===== config.mk =====
export PLATFORM = sky130hd
export DESIGN_NAME = vec_mul_sched_flat
export DESIGN_NICKNAME = d
export VERILOG_FILES = /design/src/rtl/vec_mul_sched_if.sv /design/src/rtl/vec_mul_sched.sv /design/src/flat_wrapper.sv
export SDC_FILE = /design/constraint.sdc
export NUM_CORES = 1
export LEC_CHECK = 0
export BUFFER_PORTS_ARGS = -buffer_cell sky130_fd_sc_hd__buf_2
export CORE_MARGIN = 1
export CORE_UTILIZATION = 50
export CTS_CLUSTER_DIAMETER = 40
export DETAILED_ROUTE_END_ITERATION = 8
export PLACE_DENSITY = 0.81
export SKIP_CTS_REPAIR_TIMING = 1
export SLEW_MARGIN = 5
export SYNTH_ARGS = -nofsm -noshare
export SYNTH_HDL_FRONTEND = slang
export SYNTH_SLANG_ARGS = --single-unit

===== constraint.sdc =====
create_clock -name clk -period 3.53 [get_ports clk]
set_input_delay 0 -clock clk [delete_from_list [all_inputs] [get_ports clk]]
set_output_delay 0 -clock clk [all_outputs]
set_load 0.005 [all_outputs]

===== src/rtl/vec_mul_sched_if.sv =====
// Bundle of the scheduler's control, operand-read and result-write signals.
// The slave side is the scheduler; the master side is the host/memory environment.
interface vec_mul_sched_if #(
  parameter int AW = 10,
  parameter int DW = 32
);
  logic          start;
  logic [31:0]   n;
  logic          host_we;
  logic          host_gnt;
  logic          rd_en;
  logic [AW-1:0] rd_addr;
  logic [DW-1:0] a_q;
  logic [DW-1:0] b_q;
  logic          c_we;
  logic [AW-1:0] c_addr;
  logic [DW-1:0] c_wdata;
  logic [DW-1:0] acc;
  logic          busy;
  logic          done;

  modport slave (
    input  start, n, host_we, a_q, b_q,
    output host_gnt, rd_en, rd_addr, c_we, c_addr, c_wdata, acc, busy, done
  );

  modport master (
    output start, n, host_we, a_q, b_q,
    input  host_gnt, rd_en, rd_addr, c_we, c_addr, c_wdata, acc, busy, done
  );
endinterface


===== src/rtl/vec_mul_sched.sv =====
// Streams a[i]*b[i] into result memory for i < n and accumulates the dot product.
// Pipeline: rd_en (cycle k) -> operands valid (k+1) -> c_we with product (k+2).
module vec_mul_sched #(
  parameter int AW = 10,
  parameter int DW = 32
) (
  input  logic             clk,
  input  logic             rst,
  vec_mul_sched_if.slave   bus
);

  typedef enum logic [1:0] {S_IDLE, S_RUN, S_DRAIN, S_DONE} state_t;

  localparam logic [31:0] NMAX = 32'd1 << AW;

  state_t        state_q, state_d;
  logic [AW:0]   n_q, n_d;
  logic          drain_q, drain_d;
  logic          rd_en_q, rd_en_d;
  logic [AW-1:0] rd_addr_q, rd_addr_d;
  logic          vld1_q, vld1_d;
  logic [AW-1:0] idx1_q, idx1_d;
  logic          c_we_q, c_we_d;
  logic [AW-1:0] c_addr_q, c_addr_d;
  logic [DW-1:0] c_wdata_q, c_wdata_d;
  logic [DW-1:0] acc_q, acc_d;
  logic          busy_q, busy_d;
  logic          host_gnt_q, host_gnt_d;
  logic          done_q, done_d;

  // Next-state for the sequencer and the product/accumulate pipeline.
  always_comb begin
    state_d    = state_q;
    n_d        = n_q;
    drain_d    = drain_q;
    rd_en_d    = rd_en_q;
    rd_addr_d  = rd_addr_q;
    busy_d     = busy_q;
    host_gnt_d = host_gnt_q;
    done_d     = 1'b0;

    vld1_d   = rd_en_q;
    idx1_d   = rd_addr_q;
    c_we_d   = vld1_q;
    c_addr_d = idx1_q;
    if (vld1_q) begin
      c_wdata_d = bus.a_q * bus.b_q;
    end else begin
      c_wdata_d = c_wdata_q;
    end
    if (c_we_q) begin
      acc_d = acc_q + c_wdata_q;
    end else begin
      acc_d = acc_q;
    end

    case (state_q)
      S_IDLE: begin
        if (bus.start) begin
          n_d        = (bus.n > NMAX) ? NMAX[AW:0] : bus.n[AW:0];
          acc_d      = '0;
          busy_d     = 1'b1;
          host_gnt_d = 1'b0;
          if (bus.n == 32'd0) begin
            state_d = S_DONE;
            done_d  = 1'b1;
          end else begin
            state_d   = S_RUN;
            rd_en_d   = 1'b1;
            rd_addr_d = '0;
          end
        end else begin
          state_d = S_IDLE;
        end
      end
      S_RUN: begin
        if ({1'b0, rd_addr_q} == n_q - (AW+1)'(1)) begin
          rd_en_d = 1'b0;
          drain_d = 1'b0;
          state_d = S_DRAIN;
        end else begin
          rd_addr_d = rd_addr_q + AW'(1);
        end
      end
      S_DRAIN: begin
        // Two cycles let the final product reach c_we and the accumulator.
        if (drain_q) begin
          state_d = S_DONE;
          done_d  = 1'b1;
        end else begin
          drain_d = 1'b1;
        end
      end
      S_DONE: begin
        state_d    = S_IDLE;
        busy_d     = 1'b0;
        host_gnt_d = 1'b1;
      end
      default: begin
        state_d    = S_IDLE;
        rd_en_d    = 1'b0;
        busy_d     = 1'b0;
        host_gnt_d = 1'b1;
      end
    endcase
  end

  // State and registered outputs; reset abandons any pass in flight.
  always_ff @(posedge clk or negedge rst) begin
    if (!rst) begin
      state_q    <= S_IDLE;
      n_q        <= '0;
      drain_q    <= 1'b0;
      rd_en_q    <= 1'b0;
      rd_addr_q  <= '0;
      vld1_q     <= 1'b0;
      idx1_q     <= '0;
      c_we_q     <= 1'b0;
      c_addr_q   <= '0;
      c_wdata_q  <= '0;
      acc_q      <= '0;
      busy_q     <= 1'b0;
      host_gnt_q <= 1'b1;
      done_q     <= 1'b0;
    end else begin
      state_q    <= state_d;
      n_q        <= n_d;
      drain_q    <= drain_d;
      rd_en_q    <= rd_en_d;
      rd_addr_q  <= rd_addr_d;
      vld1_q     <= vld1_d;
      idx1_q     <= idx1_d;
      c_we_q     <= c_we_d;
      c_addr_q   <= c_addr_d;
      c_wdata_q  <= c_wdata_d;
      acc_q      <= acc_d;
      busy_q     <= busy_d;
      host_gnt_q <= host_gnt_d;
      done_q     <= done_d;
    end
  end

  assign bus.host_gnt = host_gnt_q;
  assign bus.rd_en    = rd_en_q;
  assign bus.rd_addr  = rd_addr_q;
  assign bus.c_we     = c_we_q;
  assign bus.c_addr   = c_addr_q;
  assign bus.c_wdata  = c_wdata_q;
  assign bus.acc      = acc_q;
  assign bus.busy     = busy_q;
  assign bus.done     = done_q;

endmodule


===== src/flat_wrapper.sv =====
// flat-port wrapper written by rule: the top's interface ports become plain ports
module vec_mul_sched_flat 
#(
  parameter int AW = 10,
  parameter int DW = 32
)
  (clk, rst, bus_start, bus_n, bus_host_we, bus_a_q, bus_b_q, bus_host_gnt, bus_rd_en, bus_rd_addr, bus_c_we, bus_c_addr, bus_c_wdata, bus_acc, bus_busy, bus_done);
  vec_mul_sched_if #(.AW(AW), .DW(DW)) bus_i ();
  input  logic clk;
  input  logic rst;
  input wire logic [$bits(bus_i.start)-1:0] bus_start;
  input wire logic [$bits(bus_i.n)-1:0] bus_n;
  input wire logic [$bits(bus_i.host_we)-1:0] bus_host_we;
  input wire logic [$bits(bus_i.a_q)-1:0] bus_a_q;
  input wire logic [$bits(bus_i.b_q)-1:0] bus_b_q;
  output wire logic [$bits(bus_i.host_gnt)-1:0] bus_host_gnt;
  output wire logic [$bits(bus_i.rd_en)-1:0] bus_rd_en;
  output wire logic [$bits(bus_i.rd_addr)-1:0] bus_rd_addr;
  output wire logic [$bits(bus_i.c_we)-1:0] bus_c_we;
  output wire logic [$bits(bus_i.c_addr)-1:0] bus_c_addr;
  output wire logic [$bits(bus_i.c_wdata)-1:0] bus_c_wdata;
  output wire logic [$bits(bus_i.acc)-1:0] bus_acc;
  output wire logic [$bits(bus_i.busy)-1:0] bus_busy;
  output wire logic [$bits(bus_i.done)-1:0] bus_done;
  assign bus_i.start = bus_start;
  assign bus_i.n = bus_n;
  assign bus_i.host_we = bus_host_we;
  assign bus_i.a_q = bus_a_q;
  assign bus_i.b_q = bus_b_q;
  assign bus_host_gnt = bus_i.host_gnt;
  assign bus_rd_en = bus_i.rd_en;
  assign bus_rd_addr = bus_i.rd_addr;
  assign bus_c_we = bus_i.c_we;
  assign bus_c_addr = bus_i.c_addr;
  assign bus_c_wdata = bus_i.c_wdata;
  assign bus_acc = bus_i.acc;
  assign bus_busy = bus_i.busy;
  assign bus_done = bus_i.done;
  vec_mul_sched #(.AW(AW), .DW(DW)) u_core (.clk(clk), .rst(rst), .bus(bus_i));
endmodule

==> flow_metrics.tcl, run 1 <==
set metrics [dict create \
    r2r_setup_slack_ps 220 \
    ant_nets 0 \
    worstPathArrival_ps 6470 \
    clockRootBuffer "clkbuf_16" \
    io_pins 189 \
    setup_viol 25 \
    antenna_found_initial 1 \
    clkSlewWorstSetupHoldPaths_ps 50 \
    dp_slack_ps -3110 \
    place_area_um2 25400 \
    ys_types 68 \
    grt_start_max_net_pins 65 \
    htree_levels 4 \
    drt_iter0_drc 1568 \
    portBuffers 187 \
    wl_per_cell_um 19.9 \
    startpoint_type "primary input" \
    viasPerCell 5.59 \
    reg2reg_depth 10 \
    cts-buffers-inserted 17 \
    synthesis.area_um2 21900 \
    fin_skew_ps 7.98 \
    grt_pass1_wl_um 97600 \
    placementRows 76 \
    clock_latency_ps 410 \
    maxCapViolCount 0 \
    hold_viol 1 \
    whs_path_depth 3 \
    dieHeight_um 211 \
    worst-path-max-fanout 7 \
    die_w_um 211 \
    start_util 0.508 \
    synth-async-reset-ratio 1.00 \
    grt_pass1_vias 18977 \
    r2r_start "u_core.bus.c_wdata[8]" \
    finalInstanceArea_um2 27500 \
    area_growth_pct 25.1 \
    syn_area_per_cell_um2 9.35 \
    ys_ff_latch 114 \
    violations "hold timing, setup timing" \
    cts_buffer_depth 2 \
    max_freq_ghz 0.162 \
    holdPathEnd "u_core.state_q[0]" \
    numClockSinks 114 \
    slew_headroom 0.351 \
    via_count 18443 \
    hpwl_um 51300 \
    place_congestion 0.953 \
    dr.pass1.iters 7 \
    wl_um 65600 \
    tightestPinTransition_ps 974 \
    fin_crit_ps 6180 \
    fin_nets 3368 \
    drive_gt1_frac 0.255 \
    dieArea_um2 44700 \
    grt_overflow 0 \
    synth_ff_type "dfrtp_1" \
    synth_edf_count 0 \
    cts_tree "yes" \
    finalWorstSetupSlack_ps -2650 \
    finalSetupTns_ps -51930 \
    fin_crit_sh 1.75 \
    rsz0062_at_grt "true" \
    coreArea_um2 43200 \
    worstPathRequired_ps 3820 \
    drc_errors 0 \
    syn-num-nets 3014 \
    crit_path_end_kind "flop" \
    status "finished, violations left" \
    gr-usage-all-layers 0.280 \
    path_class "in2reg" \
    drv_slew 0 \
    syn_inst 2345 \
    min_from "bus_start" \
    min_path_type "in2reg" \
    yosysSeqAreaShare 0.130 \
    r2r-end "u_core.bus.acc[25]" \
    yosys_warnings 0 \
    hold_slack_ps -0.512 \
]
## registers in the layout, summed over array words and instances (netlist names)
name                 cells
u_core.state_q           2
u_core.bus.busy          1
u_core.bus.c_we          1
u_core.drain_q           1
u_core.bus.acc          32
u_core.bus.rd_en         1
u_core.bus.done          1
u_core.bus.rd_addr      10
u_core.bus.host_gnt      1
u_core.c_addr_d         10
u_core.n_q              11
u_core.bus.c_addr       10
u_core.c_we_d            1
u_core.bus.c_wdata      32
## routing by layer
metal | track usage | wire length (um) | up-vias | share of wire
met4 | 0.0972 | 2530 | 0 | 0.039
li1 | - | - | 7959 | -
met5 | 0 | 0 | - | 0
met1 | 0.364 | 24700 | 9223 | 0.38
met3 | 0.0576 | 6510 | 198 | 0.099
met2 | 0.464 | 31800 | 1063 | 0.48
## placed cells by master (no fill, tap or decap), drive strengths merged, types with 4 or more instances in the layout
cell type    synthesis  final
a2111oi              4      4
a211o                4      4
a211oi              15     15
a21o                29     29
a21oi               61     61
a22o                11     11
a31oi               11     11
and2               315    315
and3                 7      7
buf                  9    423
bufinv               0      5
clkbuf              99     25
dfrtp              113    113
dlygate4sd3          0     12
fa                 409    409
ha                 160    160
inv                407    415
mux2                20     20
mux2i               24     24
nand2              258    258
nand2b               7      7
nand3               22     22
nand3b               6      6
nand4                5      5
nor2                70     70
nor2b                7      7
nor3                16     16
nor4                11     11
o211ai               5      5
o21a                 8      8
o21ai               40     40
o21bai               9      9
o31ai                6      6
or3                  8      8
or4                  6      6
xnor2               90     90
xor2                32     32
## layout make-up
type / count / area (um^2)
Clock inverter: 15 / 243
Sequential cell: 114 / 2860
Timing Repair Buffer: 443 / 3450
Multi-Input combinational cell: 1716 / 18200
Tap cell: 585 / 732
Inverter: 407 / 1530
Fill cell: 3160 / 15700
Antenna cell: 2 / 5.00
Clock buffer: 17 / 425
## cell usage after synthesis, drive strengths merged (4+ instances only)
library cell,instances,area (um^2)
a2111oi,4,41.3
a211o,4,35.0
a211oi,15,113
a21o,29,218
a21oi,61,305
a22o,11,96.3
a31oi,11,68.8
and2,315,1970
and3,7,43.8
buf,9,41.3
clkbuf,99,373
dfrtp,113,2830
fa,409,8190
ha,160,2000
inv,407,1530
mux2,20,225
mux2i,24,240
nand2,258,968
nand2b,7,43.8
nand3,22,110
nand3b,6,45.0
nand4,5,31.3
nor2,70,263
nor2b,7,43.8
nor3,16,80.1
nor4,11,68.8
o211ai,5,51.3
o21a,8,60.1
o21ai,40,200
o21bai,9,67.6
o31ai,6,45.0
or3,8,50.1
or4,6,45.0
xnor2,90,788
xor2,32,280
## metrics by stage
step	util	cells
after floorplan	-	2345
after global placement	0.588	3228
after detailed placement	0.588	3228
after CTS	0.603	3260
after global routing	0.636	3297
final	0.636	3299
## cells by family after synthesis
| logic type | count (synthesis) | share of synthesized area |
|---|---|---|
| AND/OR/NAND/NOR | 746 | 0.175 |
| XOR/XNOR | 122 | 0.0487 |
| AO/OA/AOI/OAI | 235 | 0.0724 |
| flip-flops | 114 | 0.130 |
| buffers and inverters | 515 | 0.0885 |
| adder cells (fa/ha/maj) | 569 | 0.464 |
| multiplexers | 44 | 0.0212 |
## how the worst max path moves through the flow
stage | depth (start not counted) | start | endpoint | slack (ps)
3_5_place_dp | 25 | bus_a_q[12] | u_core.bus.c_wdata[31] | -3110
3_3_place_gp | 24 | bus_a_q[13] | u_core.bus.c_wdata[31] | -3060
6_report | 21 | bus_b_q[4] | u_core.bus.c_wdata[31] | -2650
2_1_floorplan | 23 | bus_b_q[3] | u_core.bus.c_wdata[31] | -2590
5_1_grt | 21 | bus_b_q[4] | u_core.bus.c_wdata[31] | -2790
4_1_cts | 25 | bus_a_q[12] | u_core.bus.c_wdata[31] | -2700
## worst max-delay path, stage by stage
cell and delay [ps]:
buf_12 120, buf_12 120, and2_4 130, fa_1 570
fa_1 470, fa_2 650, inv_2 50, fa_1 540
fa_1 480, fa_1 530, fa_1 550, fa_2 430
xnor2_2 160, xnor2_1 240, xnor2_1 170, xnor2_1 110
xnor2_1 250, xnor2_2 130, xnor2_2 370, xnor2_1 120
mux2_4 260
Power of run 1 is left out: the tool's default activity adds up to more than one toggle a clock period on the data nets, which glitch-free logic cannot reach.
==> run 2, diff against run 1 <==
==> constraint.sdc (replaced) <==
create_clock -name clk -period 3.53 [get_ports clk]
set_input_delay 0.5295 -clock clk [delete_from_list [all_inputs] [get_ports clk]]
set_output_delay 0.5295 -clock clk [all_outputs]
set_load 0.005 [all_outputs]
==> run 2 against run 1 <==
Against the previous run: the run ends with setup timing left; first-iteration DRC count is 11% lower; sequential share of layout area hardly changed; highest routed layer unchanged; flip-flop and latch count stayed put; clock-buffer cell count stayed put; global-route usage is 0.28 points lower; critical path type unchanged; maximum frequency is 6.3% lower; cell count is 0.55% lower; clock skew is 1.5 ps higher; core utilization is 0.30 points lower; via count is 1.7% lower; routed wire length is 3.3% lower; hold slack better by 260 ps.
==> flow_metrics.tcl, run 2 (synthesis gave the netlist of run 1 again) <==
set metrics [dict create \
    status "finished, violations left" \
    violations "setup timing" \
    hpwl_um 50000 \
    area_growth_pct 24.6 \
    worstPathArrival_ps 6880 \
    fin_nets 3352 \
    dieHeight_um 211 \
    grt_pass1_vias 18965 \
    fin_skew_ps 9.44 \
    coreArea_um2 43200 \
    drc_errors 0 \
    io_pins 189 \
    cts-buffers-inserted 17 \
    hold_viol 0 \
    viasPerCell 5.53 \
    grt_start_max_net_pins 81 \
    fin_crit_ps 6590 \
    clockRootBuffer "clkbuf_16" \
    utilization 0.633 \
    num_antenna_cells 0 \
    htree_levels 4 \
    crit_family "adder cells" \
    cts_tree "yes" \
    crit_path_end_kind "flop" \
    wl_um 63400 \
    crit_path_frequent_cell "fa_1" \
    path_class "in2reg" \
    die_w_um 211 \
    place_congestion 0.947 \
    path_buf_inv 5 \
    antenna_found_initial 0 \
    rsz0062_at_grt "true" \
    drv_slew 0 \
    drt_iter0_drc 1394 \
    numClockSinks 114 \
    max_freq_ghz 0.152 \
    gr-usage-all-layers 0.277 \
    clkSlewWorstSetupHoldPaths_ps 60 \
    startpoint_type "primary input" \
    setup_viol 26 \
    worstPathRequired_ps 3820 \
    ant_nets 0 \
    dr.pass1.iters 5 \
    portBuffers 187 \
    cpPeakStageDelay_ps 610 \
    use_met2 0.488 \
    nFillCells 3239 \
    globalRouteMet3Util 0.0420 \
    wl_per_cell_um 19.3 \
    final_cell_mix "inv_1 (384), fa_1 (373), and2_1 (273)" \
    finalWorstSetupSlack_ps -3060 \
    maxCapViolCount 0 \
    clock_latency_ps 410 \
    min_path_type "in2async" \
    drive_gt1_frac 0.257 \
    crit_chain "buf_8 -> buf_4 -> and2_1 -> fa_1 -> fa_2 -> fa_1 -> inv_1 -> fa_1 -> inv_1 -> fa_1 -> ha_4 -> fa_1 -> fa_1 -> ha_4 -> nand3_4 -> nor3_4 -> a211o_1 -> o21ai_2 -> a31oi_4 -> buf_6 -> a211o_1 -> a21oi_2 -> xnor2_1 -> mux2_4" \
    start_util 0.508 \
    worst-path-max-fanout 12 \
    crit_slowest_cell "fa_1" \
    grt_most_used_layer "met2" \
    placementRows 76 \
    layout_commonest_cell "inv_1" \
    grt_util_met1 0.343 \
    slew_headroom 0.330 \
    grt_overflow 0 \
    tightestPinTransition_ps 1000 \
    grt_pass1_wl_um 96900 \
    cts_buffer_depth 2 \
    dieArea_um2 44700 \
    via_count 18130 \
    fin_crit_sh 1.87 \
]
run 2: changes by cell type in the layout (fill, tap and decap cells not counted), moves of 4 or more:
cell	delta
dlygate4sd3_1	-12
ha_4	+9
clkbuf_4	-4
buf_6	+6
mux2_2	-5
buf_4	-5
mux2_4	+5
ha_1	-10
inv_2	-7
bufinv_16	-4
inv_1	+7
run 2: metal layers:
| metal | vias up | share of wire |
|---|---|---|
| li1 | 7913 | - |
| met1 | 9168 | 0.37 |
| met2 | 863 | 0.51 |
| met3 | 186 | 0.072 |
| met4 | 0 | 0.043 |
| met5 | - | 0 |
run 2: cell type report:
cell class,instances,area (um^2),share of cell area
Clock inverter,15,144,0.00527
Clock buffer,17,425,0.0156
Sequential cell,114,2860,0.104
Inverter,407,1530,0.0559
Timing Repair Buffer,427,3280,0.120
Tap cell,585,732,0.0268
Multi-Input combinational cell,1716,18400,0.672
run 2: final timing paths:
kind / from / end / slack, ps / cells past startpoint
min in group clk: u_core.c_addr_d[2] / u_core.bus.c_addr[2] / 340 / 0
min reg2reg: u_core.c_addr_d[2] / u_core.bus.c_addr[2] / 340 / 0
max reg2reg: u_core.bus.acc[8] / u_core.bus.acc[25] / 270 / 10
max in group asynchronous: rst / u_core.bus.acc[7] / 2370 / 2
max: bus_a_q[10] / u_core.bus.c_wdata[28] / -3060 / 24
min: rst / u_core.bus.c_addr[0] / 260 / 1
run 2: worst register-to-register path, delay by kind of cell, from the launching register on:
| kind | cells | cell delay [ps] |
|---|---|---|
| AO/OA/AOI/OAI | 8 | 2160 |
| XOR/XNOR | 1 | 190 |
| adder cells (fa/ha/maj) | 1 | 380 |
| flip-flops | 1 | 400 |
run 2: stage by stage:
stage / worst slack [ps] / hold slack (ps) / TNS (ps) / cells / instance area [um^2]
2_1_floorplan: -3120 / 234 / -61660 / 2345 / 22600
3_3_place_gp: -3390 / 333 / -75960 / 3233 / 25400
3_5_place_dp: -3540 / 335 / -79140 / 3233 / 25400
4_1_cts: -3120 / 310 / -67350 / 3265 / 26000
5_1_grt: -3180 / 338 / -67540 / 3281 / 27300
6_report: -3060 / 263 / -64290 / 3281 / 27300
Power of run 2 is left out for the same reason.
